## config.mk

```make
export PLATFORM = sky130hd
export DESIGN_NAME = pipeline_hazard_controller
export DESIGN_NICKNAME = d
export VERILOG_FILES = /design/src/rtl/pipeline_hazard_controller.sv
export SDC_FILE = /design/constraint.sdc
export NUM_CORES = 1
export LEC_CHECK = 0
export CAP_MARGIN = 20
export CORE_UTILIZATION = 38
export DETAILED_ROUTE_END_ITERATION = 6
export GPL_ROUTABILITY_DRIVEN = 0
export PLACE_DENSITY = 0.76
export SLEW_MARGIN = 20
export SYNTH_ARGS = -nofsm -noshare
export SYNTH_HDL_FRONTEND = slang
export SYNTH_SLANG_ARGS = --single-unit
```

## constraint.sdc

```tcl
create_clock -name Clk -period 2 [get_ports Clk]
set_input_delay 0.4 -clock Clk [delete_from_list [all_inputs] [get_ports Clk]]
set_output_delay 0.4 -clock Clk [all_outputs]
set_load 0.01 [all_outputs]
```

## src/rtl/pipeline_hazard_controller.sv

```systemverilog
// Stall/flush sequencer: load-use bubbles, data-memory freeze, taken-branch IF/ID flush.
// Latency: 0 cycles -- control outputs are combinational from registered state and current inputs.
// Backpressure: Mem_Ready low with a MEM access freezes the whole pipe and pauses any bubble sequence.
module pipeline_hazard_controller #(
    parameter int LOAD_USE_BUBBLES = 1,
    parameter int CNT_W            = 16
) (
    input  logic             Clk,
    input  logic             Reset,
    input  logic             MemRead_ID_EX,
    input  logic [4:0]       Rt_ID_EX,
    input  logic [4:0]       Rs_IF_ID,
    input  logic [4:0]       Rt_IF_ID,
    input  logic             Uses_Rt_IF_ID,
    input  logic             Branch_Taken,
    input  logic             MemAccess_EX_MEM,
    input  logic             Mem_Ready,
    output logic             PC_Write,
    output logic             IF_ID_Write,
    output logic             IF_ID_Flush,
    output logic             ID_EX_Bubble,
    output logic             Pipe_Freeze,
    output logic             Busy,
    output logic [CNT_W-1:0] Stall_Cycles
);

    typedef enum logic [1:0] {
        RUN      = 2'd0,
        LU_STALL = 2'd1,
        MEM_WAIT = 2'd2
    } state_t;

    // Bubbles still owed after the one issued in the detecting cycle.
    localparam logic [2:0]       LU_INIT  = 3'(LOAD_USE_BUBBLES - 1);
    localparam logic [CNT_W-1:0] CNT_ONE  = {{(CNT_W-1){1'b0}}, 1'b1};
    localparam logic [CNT_W-1:0] CNT_MAX  = {CNT_W{1'b1}};

    state_t           state_q, state_d;
    logic [2:0]       cnt_q, cnt_d;
    logic [CNT_W-1:0] stall_q;

    logic mem_wait;
    logic lu;

    assign mem_wait = MemAccess_EX_MEM & ~Mem_Ready;
    // r0 is hardwired zero, so a load into it never creates a real dependency.
    assign lu = MemRead_ID_EX & (Rt_ID_EX != 5'd0) &
                ((Rt_ID_EX == Rs_IF_ID) | (Uses_Rt_IF_ID & (Rt_ID_EX == Rt_IF_ID)));

    // Next-state and same-cycle pipeline control; priority is mem_wait > load-use > branch.
    always_comb begin
        PC_Write     = 1'b1;
        IF_ID_Write  = 1'b1;
        IF_ID_Flush  = 1'b0;
        ID_EX_Bubble = 1'b0;
        Pipe_Freeze  = 1'b0;
        state_d      = state_q;
        cnt_d        = cnt_q;

        if (Reset) begin
            // Drain IF/ID and ID/EX while reset is held.
            PC_Write     = 1'b0;
            IF_ID_Write  = 1'b0;
            IF_ID_Flush  = 1'b1;
            ID_EX_Bubble = 1'b1;
            state_d      = RUN;
            cnt_d        = 3'd0;
        end else begin
            unique case (state_q)
                LU_STALL: begin
                    if (mem_wait) begin
                        // Bubble sequence pauses; cnt and state hold.
                        Pipe_Freeze = 1'b1;
                        PC_Write    = 1'b0;
                        IF_ID_Write = 1'b0;
                    end else begin
                        // Branch_Taken ignored: the branch stays in ID and re-resolves later.
                        PC_Write     = 1'b0;
                        IF_ID_Write  = 1'b0;
                        ID_EX_Bubble = 1'b1;
                        if (cnt_q <= 3'd1) begin
                            state_d = RUN;
                            cnt_d   = 3'd0;
                        end else begin
                            cnt_d = cnt_q - 3'd1;
                        end
                    end
                end
                default: begin
                    // RUN and MEM_WAIT behave alike: leaving MEM_WAIT evaluates as RUN in the same cycle.
                    if (mem_wait) begin
                        Pipe_Freeze = 1'b1;
                        PC_Write    = 1'b0;
                        IF_ID_Write = 1'b0;
                        state_d     = MEM_WAIT;
                    end else if (lu) begin
                        PC_Write     = 1'b0;
                        IF_ID_Write  = 1'b0;
                        ID_EX_Bubble = 1'b1;
                        if (LOAD_USE_BUBBLES > 1) begin
                            state_d = LU_STALL;
                            cnt_d   = LU_INIT;
                        end else begin
                            state_d = RUN;
                        end
                    end else begin
                        state_d = RUN;
                        if (Branch_Taken) begin
                            IF_ID_Flush = 1'b1;
                        end
                    end
                end
            endcase
        end
    end

    assign Busy         = (state_q != RUN);
    assign Stall_Cycles = stall_q;

    // State and bubble counter registers.
    always_ff @(posedge Clk or posedge Reset) begin
        if (Reset) begin
            state_q <= RUN;
            cnt_q   <= 3'd0;
        end else begin
            state_q <= state_d;
            cnt_q   <= cnt_d;
        end
    end

    // Saturating count of cycles in which the PC was held.
    always_ff @(posedge Clk or posedge Reset) begin
        if (Reset) begin
            stall_q <= '0;
        end else if (!PC_Write && (stall_q != CNT_MAX)) begin
            stall_q <= stall_q + CNT_ONE;
        end
    end

endmodule

```

# --- Yosys cells after proc, flatten, opt, wreduce, memory -nomap -nowiden ---
# Index checks and enable logic that the tools add are counted.
# W data, S select, Z words.
op_classes:
  addsub: 2
  order_cmp: 1
  eq_ne: 7
  mux: 25
  bitwise: 6
  n_reduce_logical: 7
ops:
  columns: ["op", "count"]
  rows:
  - ["$add A16 B1 Y16 const B", 1]
  - ["$mux W1", 16]
  - ["$ne A16 B16 Y1 const B", 1]
  - ["$mux W3", 4]
  - ["$eq A5 B5 Y1", 2]
  - ["$mux W2", 5]
  - ["$ne A3 B3 Y1 const B", 2]
  - ["$reduce_bool A5 Y1", 1]
  - ["$and A1 B1 Y1", 4]
  - ["$reduce_and A2 Y1", 2]
  - ["$reduce_bool A2 Y1", 2]
  - ["$le A3 B1 Y1 const B", 1]
  - ["$sub A3 B1 Y3 const B", 1]
  - ["$eq A2 B1 Y1 const B", 1]
  - ["$ne A2 B2 Y1 const B", 1]
  - ["$logic_and A1 B1 Y1", 1]
  - ["$logic_not A1 Y1", 1]
  - ["$not A1 Y1", 1]
  - ["$or A1 B1 Y1", 1]
totals:
  ff_bits: 21
  input_bits: 22
  out_inout_bits: 22
  wordCells: 51

# --- Logic depth before layout (Yosys ltp) ---
depth:
  ltp_word: 10
  depth_mapped: 7
  mapped_depth_nobuf: 7

# --- Least setup slack after synthesis ---
# Ideal clock, no wire load.
synth_timing:
  path_type: "input to output"
  from: "input port Rt_ID_EX[1]"
  to: "output port PC_Write"
  t_arrival_ps: 1661
  required_time_ps: 1600
  path_slack_ps: -61
  path_stages: 6
  path_buffers: 2
  path_cell_list: "or4_4 o21ai_4 o211ai_4 buf_6 inv_1 buf_4"
synth_between:
  elab_chain_cells: 8
  word_cells_on_any_way: 11
  classes_between: "2 x eq/ne; 4 x mux; 4 x bitwise; 1 x reduce/logical"
synth_lines:
  columns: ["element", "line_no", "source"]
  rows:
  - ["start, declared", "11", "input logic [4:0] Rt_ID_EX,"]
  - ["$eq A5 B5 Y1", "48", "((Rt_ID_EX == Rs_IF_ID) | (Uses_Rt_IF_ID & (Rt_ID_EX == Rt_IF_ID)));"]
  - ["$and A1 B1 Y1", "48", null]
  - ["$or A1 B1 Y1", "48", null]
  - ["$and A1 B1 Y1 (*)", "47", "assign lu = MemRead_ID_EX & (Rt_ID_EX != 5'd0) &"]
  - ["$mux W1 (*) (4 in a row)", null, null]
  - ["end, declared", "18", "output logic PC_Write,"]
# Every way passes the cells marked *; elsewhere a longest branch is shown, timed or not.

# --- Worst setup path after layout ---
layout_timing:
  from: "input port Rt_ID_EX[3]"
  to: "output port ID_EX_Bubble"
layout_between:
  elab_chain_cells: 8
  word_cells_on_any_way: 11
  classes_between: "2 x eq/ne; 4 x mux; 4 x bitwise; 1 x reduce/logical"
layout_lines:
  columns: ["element", "line_no", "source"]
  rows:
  - ["$eq A5 B5 Y1", "48", null]
  - ["$and A1 B1 Y1", "48", null]
  - ["$or A1 B1 Y1", "48", null]
  - ["$and A1 B1 Y1 (*)", "47", null]
  - ["$mux W1 (*)", "96", "end else if (lu) begin"]
  - ["$mux W1 (*)", "91", "if (mem_wait) begin"]
  - ["$mux W1 (*)", "69", "unique case (state_q)"]
  - ["$mux W1 (*)", "60", "if (Reset) begin"]
  - ["end, declared", "21", "output logic ID_EX_Bubble,"]
# Marks and branches as above.

==> impl_metrics.ini <==
[clock_network]
clock_latency_ns = 0.30
cts_tree = done
clk_pin_slew_ns = 0.11
clk_path_buf_depth = 2
htreeDepth = 1
cts_root_buffer = clkbuf_4
clock-sinks = 17
numCtsBuffers = 3

[setup_path]
timing.rr.start = Stall_Cycles[0]
crit_fanout = 2
setup.worst_path.start_class = input port
critPathLaunch = Rt_ID_EX[3]
worstPathRequired_ns = 1.60
worstSetupPathType = input port to output port
cp.arrival_ns = 1.60
critPathCaptureType = output port

[floorplanning]
ioPinCount = 44
die_h_um = 54.1
die-width_um = 54.1
initial_utilization_pct = 40.9
core-area_mm2 = 0.00252
rows = 18
die_area_mm2 = 0.00293

[synthesis]
synthMuxAreaShare_pct = 1.09
async_reset_ff_share_pct = 100
syn_nets = 120
synth_top_area_share_pct = 41.3
syn_area_per_cell_um2 = 10.6
synth-simple-area-share_pct = 26.2
ys_warn_count = 0
synth_top_cell_by_area = dfrtp_1
yosysSeqAreaShare_pct = 41.3
postSynthCellCount = 97
synth-xor-area-share_pct = 20.4
synthTopCellsByCount = xnor2_1, dfrtp_1, nand2_1
synth_area_leaders = dfrtp_1, xnor2_1, nand3_2
yosys.area_share.adder_pct = 1.21
synth_top_flop_cell = dfrtp_1
synth_top_family_by_area = simple AND/OR/NAND/NOR gates
synth_compound_area_share_pct = 7.28
synth_seq_cells = 17
synth_most_common_cell = xnor2_1
ys_types = 26
synth_edf_count = 0
synthesis.area_mm2 = 0.00103

[cells_and_area]
fill_cells = 231
areaGrowthSynthToFinish_pct = 59.5
regArea_um2 = 425
final_nets = 179
final_util_pct = 65.2
multi_input_area_um2 = 624
stdcell_area_mm2 = 0.00164
drive_above_1_share_pct = 31.6
antenna_cells = 0

[route]
routedWlPerCell_um = 12.2
antenna_left = 0
num_vias = 936
drt_iter0_drc = 17
firstDrtPassIters = 4
wl_um = 2270
via_per_inst = 5.06
drc = 0

[global_route]
grt_pass1_wl_um = 3760
grt_max_degree = 18
antenna_found_initial = 0
grt_pass1_vias = 890
track_usage_pct = 18.6
overflow = 0

[hold_path]
min_path_type = flop to flop
hold_start = Stall_Cycles[15]

[timing]
layout_setup_ws_ns = -0.00280
rsz0062_at_grt = yes
slew_headroom_pct = 72.6
finalSetupViolations = 1
fmax_mhz = 499
tightest_slew_ns = 0.409
period_share_pct = 100
final.min_clock_period_ns = 2.00
finalHoldViolCount = 0
finClkSkew_ns = 0.00627
slew_viol_final = 0

[placement]
post_dp_cell_area_mm2 = 0.00157
io_buffers = 43
pre_cts_slack_ns = -0.730
hpwl_um = 1780

[flow_run]
maxCapViolCount = 0

[power_and_ir_drop]
power_frac_comb_pct = 42.2
clockPowerShare_pct = 16.2
swShare_pct = 32.5
power_per_cell_area_mw_per_mm2 = 713
total_leakage_power_uw = 0.000733
seqPwrFrac_pct = 41.6
peakVddDrop_v = 0.000604
p_int_uw = 790
p_switching_uw = 381

[status]
status = complete, but fails checks
violations = negative setup slack
## cell usage in the layout (no fill, tap or decap), drive strengths merged, types with 2 or more instances in the layout
master | netlist | layout
a31oi | 2 | 2
dfrtp | 17 | 17
buf | 2 | 21
nand3 | 9 | 9
nor2 | 4 | 4
and2 | 2 | 2
xnor2 | 24 | 24
o211ai | 2 | 2
clkbuf | 0 | 5
nand4 | 7 | 7
and3 | 7 | 7
clkdlybuf4s50 | 0 | 23
clkdlybuf4s15 | 0 | 6
dlygate4sd2 | 0 | 4
inv | 2 | 2
nand2 | 10 | 10
## critical path, cell delays in order
cell and delay, ns:
buf_6 0.09, or4_4 0.55, o21ai_4 0.16, buf_6 0.12, nor2_2 0.03, nand2_1 0.06
nand2_1 0.05, buf_2 0.14
## routing by layer
layer | part of all wire (%) | track usage, % | up-vias
met3 | 5.7 | 3.11 | 6
met1 | 42 | 21.4 | 432
met2 | 50 | 31.7 | 42
met5 | 0 | 0 | -
met4 | 3.2 | 12.0 | 0
li1 | - | - | 456
## stage by stage
step	total power (uW)	instances	hold slack, ns	setup TNS [ns]
after CTS	1170	185	0.501	-0.00346
after detailed placement	982	179	0.483	-10.01
final	1170	185	0.498	-0.00280
after floorplan	709	97	0.375	0
after global placement	967	179	0.478	-9.05
after global routing	1250	185	0.505	-0.145
## cell type report
type	count	area share, %
clock buffer	3	1.37
timing repair buffer	56	31.6
inverter	2	0.609
multi-input combinational	76	38.0
clock inverter	1	0.304
sequential	17	25.9
tap	30	2.28
## logic make-up after synthesis
kind of cell,count (synthesis)
adders and majority gates,1
xor gates and xnor gates,24
DFF,17
buffers and inverters,4
muxes,1
AOI/OAI and AO/OA,7
and+or+nand+nor,43
## flip-flops by register name, indices dropped and copies added, names as in the netlist
signal,cells
Stall_Cycles,16
state_q,1
## worst paths after layout
check	to	slack, ns	cells past startpoint
min in group asynchronous	Stall_Cycles[7]	0.59	3
hold reg to reg	Stall_Cycles[15]	0.50	1
setup reg to reg	Stall_Cycles[1]	0.12	7
setup / recovery	ID_EX_Bubble	-0.003	8
hold / removal	Stall_Cycles[15]	0.50	1
max in group asynchronous	Stall_Cycles[2]	1.22	3
## power groups by stage
stage | Combinational (uW) | Sequential (uW) | Clock [uW]
2_1_floorplan | 184 | 525 | 0
5_1_grt | 541 | 502 | 209
6_report | 495 | 487 | 190
4_1_cts | 490 | 486 | 193
3_5_place_dp | 489 | 493 | 0
3_3_place_gp | 481 | 487 | 0
## repair_timing
| action | CTS | global route |
|---|---|---|
| setup buffers | 2 | 0 |
| pin swaps | 16 | 12 |
| resized for setup | 56 | 16 |
| endpoints found under the setup margin | 21 | 6 |
| hold buffers | 0 | 0 |
(Power assumes the default switching activity.)
